`src/rtl/i2c_pkg.sv`:
```
// Shared constants for the I2C APB register front end: register offsets,
// CTRL/STATUS bit positions and the transfer-control state encoding.
package i2c_pkg;

  // Byte offsets; paddr[1:0] never takes part in decode
  localparam logic [4:0] A_CTRL   = 5'h00;
  localparam logic [4:0] A_ADDR   = 5'h04;
  localparam logic [4:0] A_CNT    = 5'h08;
  localparam logic [4:0] A_DIV    = 5'h0C;
  localparam logic [4:0] A_TXDATA = 5'h10;
  localparam logic [4:0] A_RXDATA = 5'h14;
  localparam logic [4:0] A_STATUS = 5'h18;

  // CTRL bits
  localparam int C_START = 0;
  localparam int C_TXCLR = 1;
  localparam int C_RXCLR = 2;
  localparam int C_IRQEN = 8;

  // STATUS bits / fields
  localparam int S_BUSY  = 0;
  localparam int S_DONE  = 1;
  localparam int S_TXE   = 2;
  localparam int S_TXF   = 3;
  localparam int S_RXE   = 4;
  localparam int S_RXF   = 5;
  localparam int S_TXOVF = 6;
  localparam int S_RXUDF = 7;
  localparam int S_TXLVL = 8;
  localparam int S_RXLVL = 12;

  typedef enum logic {
    ST_IDLE = 1'b0,
    ST_BUSY = 1'b1
  } xfer_st_e;

endpackage

```
`src/rtl/i2c_sync_fifo.sv`:
```
// Single-clock byte FIFO with first-word-fall-through head. Clear wins over
// push/pop; push when full and pop when empty are ignored.
module i2c_sync_fifo #(
  parameter int DEPTH = 8,
  parameter int DW    = 8,
  parameter int AW    = $clog2(DEPTH)
) (
  input  logic          clk,
  input  logic          rst,
  input  logic          push,
  input  logic          pop,
  input  logic          clr,
  input  logic [DW-1:0] wdata,
  output logic [DW-1:0] rdata,
  output logic          empty,
  output logic          full,
  output logic [AW:0]   level
);

  logic [DW-1:0] mem [DEPTH];
  logic [AW-1:0] wp, rp;
  logic          do_push, do_pop;

  assign empty   = (level == '0);
  assign full    = (level == (AW+1)'(DEPTH));
  assign do_push = push & ~full;
  assign do_pop  = pop & ~empty;
  // Head reads as 0 when empty so data_in is clean out of reset
  assign rdata   = empty ? '0 : mem[rp];

  // Pointers and level; pointers wrap naturally since DEPTH is a power of two
  always_ff @(posedge clk or negedge rst) begin
    if (!rst) begin
      wp    <= '0;
      rp    <= '0;
      level <= '0;
    end else if (clr) begin
      wp    <= '0;
      rp    <= '0;
      level <= '0;
    end else begin
      if (do_push) wp <= wp + 1'b1;
      if (do_pop)  rp <= rp + 1'b1;
      level <= level + (AW+1)'(do_push) - (AW+1)'(do_pop);
    end
  end

  // Storage needs no reset: contents are only visible while level > 0
  always_ff @(posedge clk) begin
    if (do_push && !clr) mem[wp] <= wdata;
  end

endmodule

```
`src/rtl/i2c_apb_regs.sv`:
```
// APB register front end for the I2C master: configuration registers,
// START/done handshake, TX/RX byte FIFOs and the done interrupt.
module i2c_apb_regs
  import i2c_pkg::*;
#(
  parameter int DEPTH = 8,
  parameter int AW    = $clog2(DEPTH)
) (
  input  logic        clk,
  input  logic        rst,
  input  logic        psel,
  input  logic        penable,
  input  logic        pwrite,
  input  logic [4:0]  paddr,
  input  logic [31:0] pwdata,
  output logic [31:0] prdata,
  output logic        pready,
  output logic        pslverr,
  output logic        irq,
  output logic        i_ready,
  output logic [7:0]  data_addr_rw,
  output logic [7:0]  data_cnt,
  output logic [15:0] div_cnt,
  output logic [7:0]  data_in,
  output logic        i_txff_empty,
  output logic        i_rxff_full,
  input  logic        i_txff_rd,
  input  logic        i_rxff_wr,
  input  logic [7:0]  data_out,
  input  logic        i2c_done
);

  xfer_st_e    state;
  logic        busy, acc, wr, rd, err, wr_ok;
  logic        cfg_wr, start_wr;
  logic [4:0]  a;
  logic        irq_en, done_st, tx_ovf, rx_udf;
  logic        tx_push, tx_clr, tx_empty, tx_full;
  logic        rx_pop, rx_clr, rx_empty, rx_full;
  logic [7:0]  rx_head;
  logic [AW:0] tx_level, rx_level;
  logic [31:0] status;
  logic        unused_ok;

  assign unused_ok = ^{pwdata[31:16], paddr[1:0]};

  assign a        = {paddr[4:2], 2'b00};
  assign acc      = psel & penable;
  assign wr       = acc & pwrite;
  assign rd       = acc & ~pwrite;
  assign busy     = (state == ST_BUSY);
  assign cfg_wr   = wr & ((a == A_ADDR) | (a == A_CNT) | (a == A_DIV));
  assign start_wr = wr & (a == A_CTRL) & pwdata[C_START];
  // Config changes and a second START during a transfer are rejected
  assign err      = busy & (cfg_wr | start_wr);
  assign wr_ok    = wr & ~err;

  assign pready   = 1'b1;
  assign pslverr  = err;
  assign irq      = done_st & irq_en;

  assign tx_push  = wr & (a == A_TXDATA);
  assign tx_clr   = wr_ok & (a == A_CTRL) & pwdata[C_TXCLR];
  assign rx_clr   = wr_ok & (a == A_CTRL) & pwdata[C_RXCLR];
  assign rx_pop   = rd & (a == A_RXDATA);

  assign i_txff_empty = tx_empty;
  assign i_rxff_full  = rx_full;

  // Configuration registers
  always_ff @(posedge clk or negedge rst) begin
    if (!rst) begin
      irq_en       <= 1'b0;
      data_addr_rw <= '0;
      data_cnt     <= '0;
      div_cnt      <= '0;
    end else if (wr_ok) begin
      case (a)
        A_CTRL: irq_en       <= pwdata[C_IRQEN];
        A_ADDR: data_addr_rw <= pwdata[7:0];
        A_CNT:  data_cnt     <= pwdata[7:0];
        A_DIV:  div_cnt      <= pwdata[15:0];
        default: ;
      endcase
    end
  end

  // Transfer control; i_ready held for the whole transfer since the master
  // only samples it on its SCL tick
  always_ff @(posedge clk or negedge rst) begin
    if (!rst) begin
      state   <= ST_IDLE;
      i_ready <= 1'b0;
    end else begin
      case (state)
        ST_IDLE: if (start_wr) begin
          state   <= ST_BUSY;
          i_ready <= 1'b1;
        end
        ST_BUSY: if (i2c_done) begin
          state   <= ST_IDLE;
          i_ready <= 1'b0;
        end
        default: state <= ST_IDLE;
      endcase
    end
  end

  // Sticky status bits; a set event beats a same-cycle W1C
  always_ff @(posedge clk or negedge rst) begin
    if (!rst) begin
      done_st <= 1'b0;
      tx_ovf  <= 1'b0;
      rx_udf  <= 1'b0;
    end else begin
      if (wr && a == A_STATUS) begin
        if (pwdata[S_DONE])  done_st <= 1'b0;
        if (pwdata[S_TXOVF]) tx_ovf  <= 1'b0;
        if (pwdata[S_RXUDF]) rx_udf  <= 1'b0;
      end
      if (busy && i2c_done)   done_st <= 1'b1;
      if (tx_push && tx_full) tx_ovf  <= 1'b1;
      if (rx_pop && rx_empty) rx_udf  <= 1'b1;
    end
  end

  i2c_sync_fifo #(.DEPTH(DEPTH), .DW(8)) u_txff (
    .clk(clk), .rst(rst), .push(tx_push), .pop(i_txff_rd), .clr(tx_clr),
    .wdata(pwdata[7:0]), .rdata(data_in), .empty(tx_empty), .full(tx_full),
    .level(tx_level)
  );

  i2c_sync_fifo #(.DEPTH(DEPTH), .DW(8)) u_rxff (
    .clk(clk), .rst(rst), .push(i_rxff_wr), .pop(rx_pop), .clr(rx_clr),
    .wdata(data_out), .rdata(rx_head), .empty(rx_empty), .full(rx_full),
    .level(rx_level)
  );

  // STATUS word assembly
  always_comb begin
    status            = '0;
    status[S_BUSY]    = busy;
    status[S_DONE]    = done_st;
    status[S_TXE]     = tx_empty;
    status[S_TXF]     = tx_full;
    status[S_RXE]     = rx_empty;
    status[S_RXF]     = rx_full;
    status[S_TXOVF]   = tx_ovf;
    status[S_RXUDF]   = rx_udf;
    status[S_TXLVL +: 4] = 4'(tx_level);
    status[S_RXLVL +: 4] = 4'(rx_level);
  end

  // Read mux, live only in the access phase of a read
  always_comb begin
    prdata = '0;
    if (rd) begin
      case (a)
        A_CTRL:   prdata[C_IRQEN] = irq_en;
        A_ADDR:   prdata[7:0]     = data_addr_rw;
        A_CNT:    prdata[7:0]     = data_cnt;
        A_DIV:    prdata[15:0]    = div_cnt;
        A_RXDATA: prdata[7:0]     = rx_head;
        A_STATUS: prdata          = status;
        default:  prdata          = '0;
      endcase
    end
  end

endmodule

```
`config.mk`:
```
export PLATFORM = sky130hd
export DESIGN_NAME = i2c_apb_regs
export DESIGN_NICKNAME = d
export VERILOG_FILES = /design/src/rtl/i2c_pkg.sv /design/src/rtl/i2c_sync_fifo.sv /design/src/rtl/i2c_apb_regs.sv
export SDC_FILE = /design/constraint.sdc
export NUM_CORES = 1
export LEC_CHECK = 0
export CAP_MARGIN = 20
export CORE_ASPECT_RATIO = 0.75
export CORE_MARGIN = 2
export CORE_UTILIZATION = 25
export CTS_CLUSTER_SIZE = 12
export DETAILED_ROUTE_END_ITERATION = 8
export SLEW_MARGIN = 20
export SYNTH_ARGS = -nofsm -noshare
export SYNTH_HDL_FRONTEND = slang
export SYNTH_SLANG_ARGS = --single-unit
export TNS_END_PERCENT = 5
```
`constraint.sdc`:
```
create_clock -name clk -period 7.3 [get_ports clk]
set_input_delay 2.19 -clock clk [delete_from_list [all_inputs] [get_ports clk]]
set_output_delay 2.19 -clock clk [all_outputs]
set_load 0.01 [all_outputs]
```
# Word level (Yosys, flattened, before mapping)
# Memories as Yosys holds them, arrays and structs flattened.
# Cells that the tools add are included.
dict set report word_totals {
  n_memories 2
  register_bits 58
  elab_cells 127
  mem_bits_rw 128
}
# memory words word_bits read_ports rd_ports_with_merged_regs wr line
set mem_list {}
lappend mem_list {u_rxff.mem 8 8 1 0 1 i2c_sync_fifo.sv:20} ;# logic [DW-1:0] mem [DEPTH];
lappend mem_list {u_txff.mem 8 8 1 0 1 i2c_sync_fifo.sv:20}
dict set report classes {
  n_eq_ne 10
  n_mux 35
  reduce_logical 29
  bitwise_logic 28
  n_addsub 8
}
# operator n
set ops {}
lappend ops {{$pmux 8 s5} 1}
lappend ops {{$mux 3} 8}
lappend ops {{$reduce_bool 2->1} 10}
lappend ops {{$and 1x1->1} 18}
lappend ops {{$mux 1} 17}
lappend ops {{$mux 16} 1}
lappend ops {{$mux 8} 2}
lappend ops {{$reduce_and 2->1} 8}
lappend ops {{$pmux 7 s2} 1}
lappend ops {{$add 3x1->3 const B} 4}
lappend ops {{$eq 3x3->1 const B} 3}
lappend ops {{$add 4x1->4} 2}
lappend ops {{$eq 4x4->1 const B} 2}
lappend ops {{$logic_not 4->1} 2}
lappend ops {{$mux 4} 2}
lappend ops {{$sub 4x1->4} 2}
lappend ops {{$not 1->1} 7}
lappend ops {{$eq 3x2->1 const B} 2}
lappend ops {{$logic_and 1x1->1} 6}
lappend ops {{$logic_not 5->1} 1}
lappend ops {{$ne 2x2->1 const B} 2}
lappend ops {{$pmux 1 s2} 2}
lappend ops {{$eq 3x1->1 const B} 1}
lappend ops {{$or 1x1->1} 3}
lappend ops {{other kinds (2)} 3}

# Depth between registers and ports, before layout
dict set report depth {
  word_depth 14
  mapped_depth 11
  ltp_nobuf 11
}

# Modules after synthesis
# From an unflattened synthesis, not the netlist that was laid out.
dict set report hier_totals {
  hier_cells 606
  area_unflattened_um2 8693.3
}
# mod cells_each area_per_inst_um2 seq_area_each_um2 instances
set by_module_without_submodules {}
lappend by_module_without_submodules {i2c_sync_fifo 206 3226.8 2172.1 2}
lappend by_module_without_submodules {i2c_apb_regs 194 2239.6 950.9 1}

# Worst setup path before layout
# OpenSTA, ideal clock, no wires.
dict set report synth_timing {
  kind {input port to output port}
  startpoint {input paddr[4]}
  endpoint {output prdata[0]}
  cell_stages 7
  arrival_ns 3.581
  setup_slack_ns 1.529
  n_path_buf 3
  cell_sequence {buf_2 > and3_1 > or3_1 > buf_2 > or3_1 > buf_6 > o22ai_1}
}
dict set report synth_via {
  elab_chain_len 3
  word_cells_on_any_way 7
  cone_classes {eq/ne (5); mux (2)}
}
# element line
set synth_rtl {}
lappend synth_rtl {{start: declaration} i2c_apb_regs.sv:14} ;# input logic [4:0] paddr,
lappend synth_rtl {{$eq 3x3->1 (tied with other cells)} i2c_apb_regs.sv:158} ;# case (a)
lappend synth_rtl {{$pmux 8 s5 (*)} i2c_apb_regs.sv:158}
lappend synth_rtl {{$mux 16 (*)} i2c_apb_regs.sv:157} ;# if (rd) begin
lappend synth_rtl {{end: declaration} i2c_apb_regs.sv:16} ;# output logic [31:0] prdata,
# Every way passes the cells marked *; elsewhere a longest branch is shown, timed or not.

# Final worst setup path
dict set report layout_timing {
  startpoint {input paddr[3]}
  endpoint {output prdata[2]}
}
# Same word-level chain as after synthesis.

==> impl_metrics.tcl <==
set metrics [dict create \
    first_global_vias 4848 \
    worst_ep_arrival_time_ns 4.80 \
    hold_path_end "tx_ovf" \
    maxClockFrequency_mhz 143.0 \
    clock_skew_ns 0.01126 \
    synthMostInstantiatedCell "sky130_fd_sc_hd__edfxtp_1" \
    place_area_sq_um 9656 \
    grt_remaining_overflow 0 \
    globalRouteTotalUtil 0.1209 \
    dominantRegCellSynth "sky130_fd_sc_hd__edfxtp_1" \
    setup.worst_path.end_class "primary output" \
    run_status "finished, final reports clean" \
    cts_hold_repair.buffers 0 \
    antenna_found_initial 3 \
    netlist_top_cells_count "128 x sky130_fd_sc_hd__edfxtp_1, 58 x sky130_fd_sc_hd__dfrtp_1, 40 x sky130_fd_sc_hd__nor2_1" \
    detailedRoute.firstPassIterationCount 5 \
    cts_setup_buffers 0 \
    sequential_fraction_of_the_synthesis_area 0.6417 \
    numCtsBuffers 17 \
    cts.htree.levels 4 \
    die_height_microns 161.3 \
    fillerInstances 3209 \
    die_x_microns 213.8 \
    slew_headroom 0.2819 \
    critical_path_class "input pin to primary output" \
    gp_congestion 0.7580 \
    finalNetCount 708 \
    drv_slew 0 \
    portBuffers 95 \
    clock-root-buffer "sky130_fd_sc_hd__clkbuf_16" \
    synth.lib_cells_used.distinct 50 \
    final_core_util 0.3170 \
    vdd_drop_max_v 0.0001540 \
    drt_iter0_markers 322 \
    fin_hold_ws_ns 0.5136 \
    rsz0062_at_grt "no" \
    post_cts.resized_instances 0 \
    avgViaCountPerCell 4.385 \
    drt.antenna.violating_nets 0 \
    drt-wirelength-per-cell_microns 18.29 \
    grt_max_degree 59 \
    sequentialPowerShare 0.435 \
    power.combinational.fraction 0.269 \
    core_area_sq_um 32450 \
    post_synth.cell_area_avg_sq_um 15.25 \
    hold_path_startpoint "tx_ovf" \
    maxCapViolCount 0 \
    tritoncts "done" \
    yosys_register_bits 186 \
    reg_to_reg_endpoint "u_txff.level[2]" \
    final_area_sq_um 10290 \
    critPathRequiredTime_ns 5.11 \
    internal-power_mw 2.341 \
    p_leak_nw 3.665 \
    hp-class "flop to flop" \
    yosys_warnings 0 \
    path_clk_slew_ns 0.07 \
    syn_area_sq_um 8252 \
    critical_path_peak_fanout 13 \
    synth-edff-count 128 \
    cts_num_sinks 186 \
    synth.top_cells.by_area "sky130_fd_sc_hd__edfxtp_1 47%, sky130_fd_sc_hd__dfrtp_1 18%, sky130_fd_sc_hd__mux4_2 8.7%, sky130_fd_sc_hd__mux2_2 3.7%, sky130_fd_sc_hd__mux2i_1 3.3%" \
    design.die.area_sq_um 34490 \
    vias 4797 \
    setup-tns-final_ns 0 \
    detail_route.drc_violations 0 \
    ys_async_sr_fraction 0.3118 \
    cts-root-to-sink-buffers 2 \
    power.clock.fraction 0.296 \
    power_per_cell_area_nw_per_um2 322.5 \
    startpoint_type "input pin" \
    depth_of_the_most_critical_reg_to_reg_path 10 \
    timing_hold_violations_final 0 \
    synth.largest_area_cell "sky130_fd_sc_hd__edfxtp_1" \
    min_period_over_period 0.9576 \
    final_period_minus_worst_setup_slack_ns 6.991 \
    final_layout_size_suffix_gt1_frac 0.1754 \
    clock_latency_ns 0.43 \
    total_wire_length_microns 20010 \
    setup_violations 0 \
    hold_depth 1 \
    rr_startpoint "u_txff.level[2]" \
    detailedPlacementHpwl_microns 14090 \
    power.switching_fraction 0.2943 \
    floorplan.rows 57 \
    netlist_instances 541 \
    ff2ff_setup_slack_ns 4.18 \
    area_delta_synth_final_pct 24.67 \
    timing_worst_slew_pin_value_ns 1.073 \
    synth_top_cell_area_share 0.4658 \
    start_util 0.2543 \
    power.net_switching_mw 0.9764 \
    floorplan.io_pins 131 \
    grt_pass1_wl_microns 30220 \
]
## worst max path at each step
stage,start,endpoint,slack (ns),cells after the start
2_1_floorplan,paddr[4],prdata[0],1.53,7
4_1_cts,paddr[3],prdata[2],0.29,6
5_1_grt,paddr[3],prdata[4],0.18,6
3_5_place_dp,paddr[3],prdata[2],0.29,6
3_3_place_gp,paddr[3],prdata[2],0.31,6
6_report,paddr[3],prdata[2],0.31,6
## metal layers
layer / share of wire / GRT usage / wire [microns] / up-vias
li1: - / - / - / 2202
met1: 0.48 / 0.1770 / 9704 / 2447
met2: 0.44 / 0.1747 / 8802 / 122
met3: 0.058 / 0.02722 / 1162 / 22
met4: 0.016 / 0.04324 / 314 / 4
met5: 0.0013 / 0 / 26 / -
## logic make-up (layout without fill, tap and decap cells)
family / after synthesis / after routing / share of synthesized area
AO/OA/AOI/OAI: 55 / 55 / 0.04428
buffers and inverters: 70 / 164 / 0.04367
AND/OR/NAND/NOR: 114 / 114 / 0.07278
multiplexers: 86 / 86 / 0.1569
flip-flops: 186 / 186 / 0.6417
XOR/XNOR: 10 / 10 / 0.01061
other: 2 / 19 / 0.0009101
adder cells (fa/ha/maj): 18 / 18 / 0.02911
## cells in the final DEF (no fill, tap or decap), types with 2 or more instances in the layout
master | Yosys | routed
sky130_fd_sc_hd__clkbuf_16 | 0 | 18
sky130_fd_sc_hd__a21oi_1 | 14 | 14
sky130_fd_sc_hd__buf_4 | 18 | 12
sky130_fd_sc_hd__inv_6 | 0 | 5
sky130_fd_sc_hd__and3_1 | 3 | 3
sky130_fd_sc_hd__nand3_1 | 5 | 5
sky130_fd_sc_hd__clkdlybuf4s50_1 | 0 | 94
sky130_fd_sc_hd__xnor2_1 | 8 | 8
sky130_fd_sc_hd__and4b_1 | 2 | 2
sky130_fd_sc_hd__clkbuf_1 | 11 | 2
sky130_fd_sc_hd__conb_1 | 2 | 17
sky130_fd_sc_hd__fa_1 | 2 | 2
sky130_fd_sc_hd__dfrtp_1 | 58 | 58
sky130_fd_sc_hd__nor3_1 | 8 | 4
sky130_fd_sc_hd__a22o_1 | 2 | 2
sky130_fd_sc_hd__bufinv_16 | 0 | 3
sky130_fd_sc_hd__nor3_2 | 1 | 5
sky130_fd_sc_hd__nor4_1 | 2 | 2
sky130_fd_sc_hd__or3b_2 | 2 | 2
sky130_fd_sc_hd__nand3b_1 | 4 | 4
sky130_fd_sc_hd__nand2b_1 | 6 | 6
sky130_fd_sc_hd__a21o_1 | 2 | 2
sky130_fd_sc_hd__ha_1 | 16 | 16
sky130_fd_sc_hd__a22oi_1 | 7 | 7
sky130_fd_sc_hd__nand2_1 | 21 | 21
sky130_fd_sc_hd__nor2b_1 | 7 | 7
sky130_fd_sc_hd__nor2_1 | 40 | 40
sky130_fd_sc_hd__xor2_1 | 2 | 2
sky130_fd_sc_hd__mux2i_1 | 27 | 27
sky130_fd_sc_hd__mux2_2 | 27 | 27
sky130_fd_sc_hd__o22ai_1 | 8 | 8
sky130_fd_sc_hd__o21ai_0 | 9 | 9
sky130_fd_sc_hd__mux4_2 | 32 | 32
sky130_fd_sc_hd__edfxtp_1 | 128 | 128
sky130_fd_sc_hd__o32ai_1 | 7 | 7
sky130_fd_sc_hd__diode_2 | 0 | 2
sky130_fd_sc_hd__or3_1 | 4 | 4
sky130_fd_sc_hd__inv_1 | 25 | 25
## critical path, stage by stage
cell	delay, ns
sky130_fd_sc_hd__clkdlybuf4s50_1	0.64
sky130_fd_sc_hd__and3_1	0.29
sky130_fd_sc_hd__or3_1	0.32
sky130_fd_sc_hd__or3_1	0.50
sky130_fd_sc_hd__o22ai_1	0.26
sky130_fd_sc_hd__clkdlybuf4s50_1	0.58
## power by group through the flow
| stage | logic, mW | registers [mW] | clock network [mW] |
|---|---|---|---|
| global placement | 0.896 | 1.46 | 0 |
| detailed placement | 0.906 | 1.47 | 0 |
| global route | 0.992 | 1.47 | 1.04 |
| floorplan | 0.612 | 1.38 | 0 |
| CTS | 0.913 | 1.44 | 1.00 |
| finish | 0.893 | 1.44 | 0.982 |
## cell type report
cell class	instances	area [sq um]	area share
flip-flops and latches	186	5295	0.5147
multi-input cells	300	2678	0.2603
repair buffers	107	1036	0.1007
well taps	442	553.0	0.05376
clock buffers	21	471.7	0.04585
clock inverters	11	155.1	0.01508
inverters	25	93.84	0.009122
diodes	2	5.005	0.0004865
## per-stage QoR
step           power (mW)  instances  setup slack, ns
2_1_floorplan       1.995        556            1.529
3_3_place_gp        2.358       1060           0.3052
3_5_place_dp        2.373       1060           0.2931
4_1_cts             3.359       1092           0.2930
5_1_grt             3.499       1092           0.1770
6_report            3.317       1094           0.3094
## sequential cells by signal (all words and copies together), names as in the netlist, 3 cells and up
signal and count:
u_txff.level 4, data_addr_rw 8, div_cnt 16, u_txff.wp 3
data_cnt 8, u_txff.mem 64, u_rxff.wp 3, u_txff.rp 3
u_rxff.level 4, u_rxff.rp 3, u_rxff.mem 64
Power figures use the tool's default switching activity.
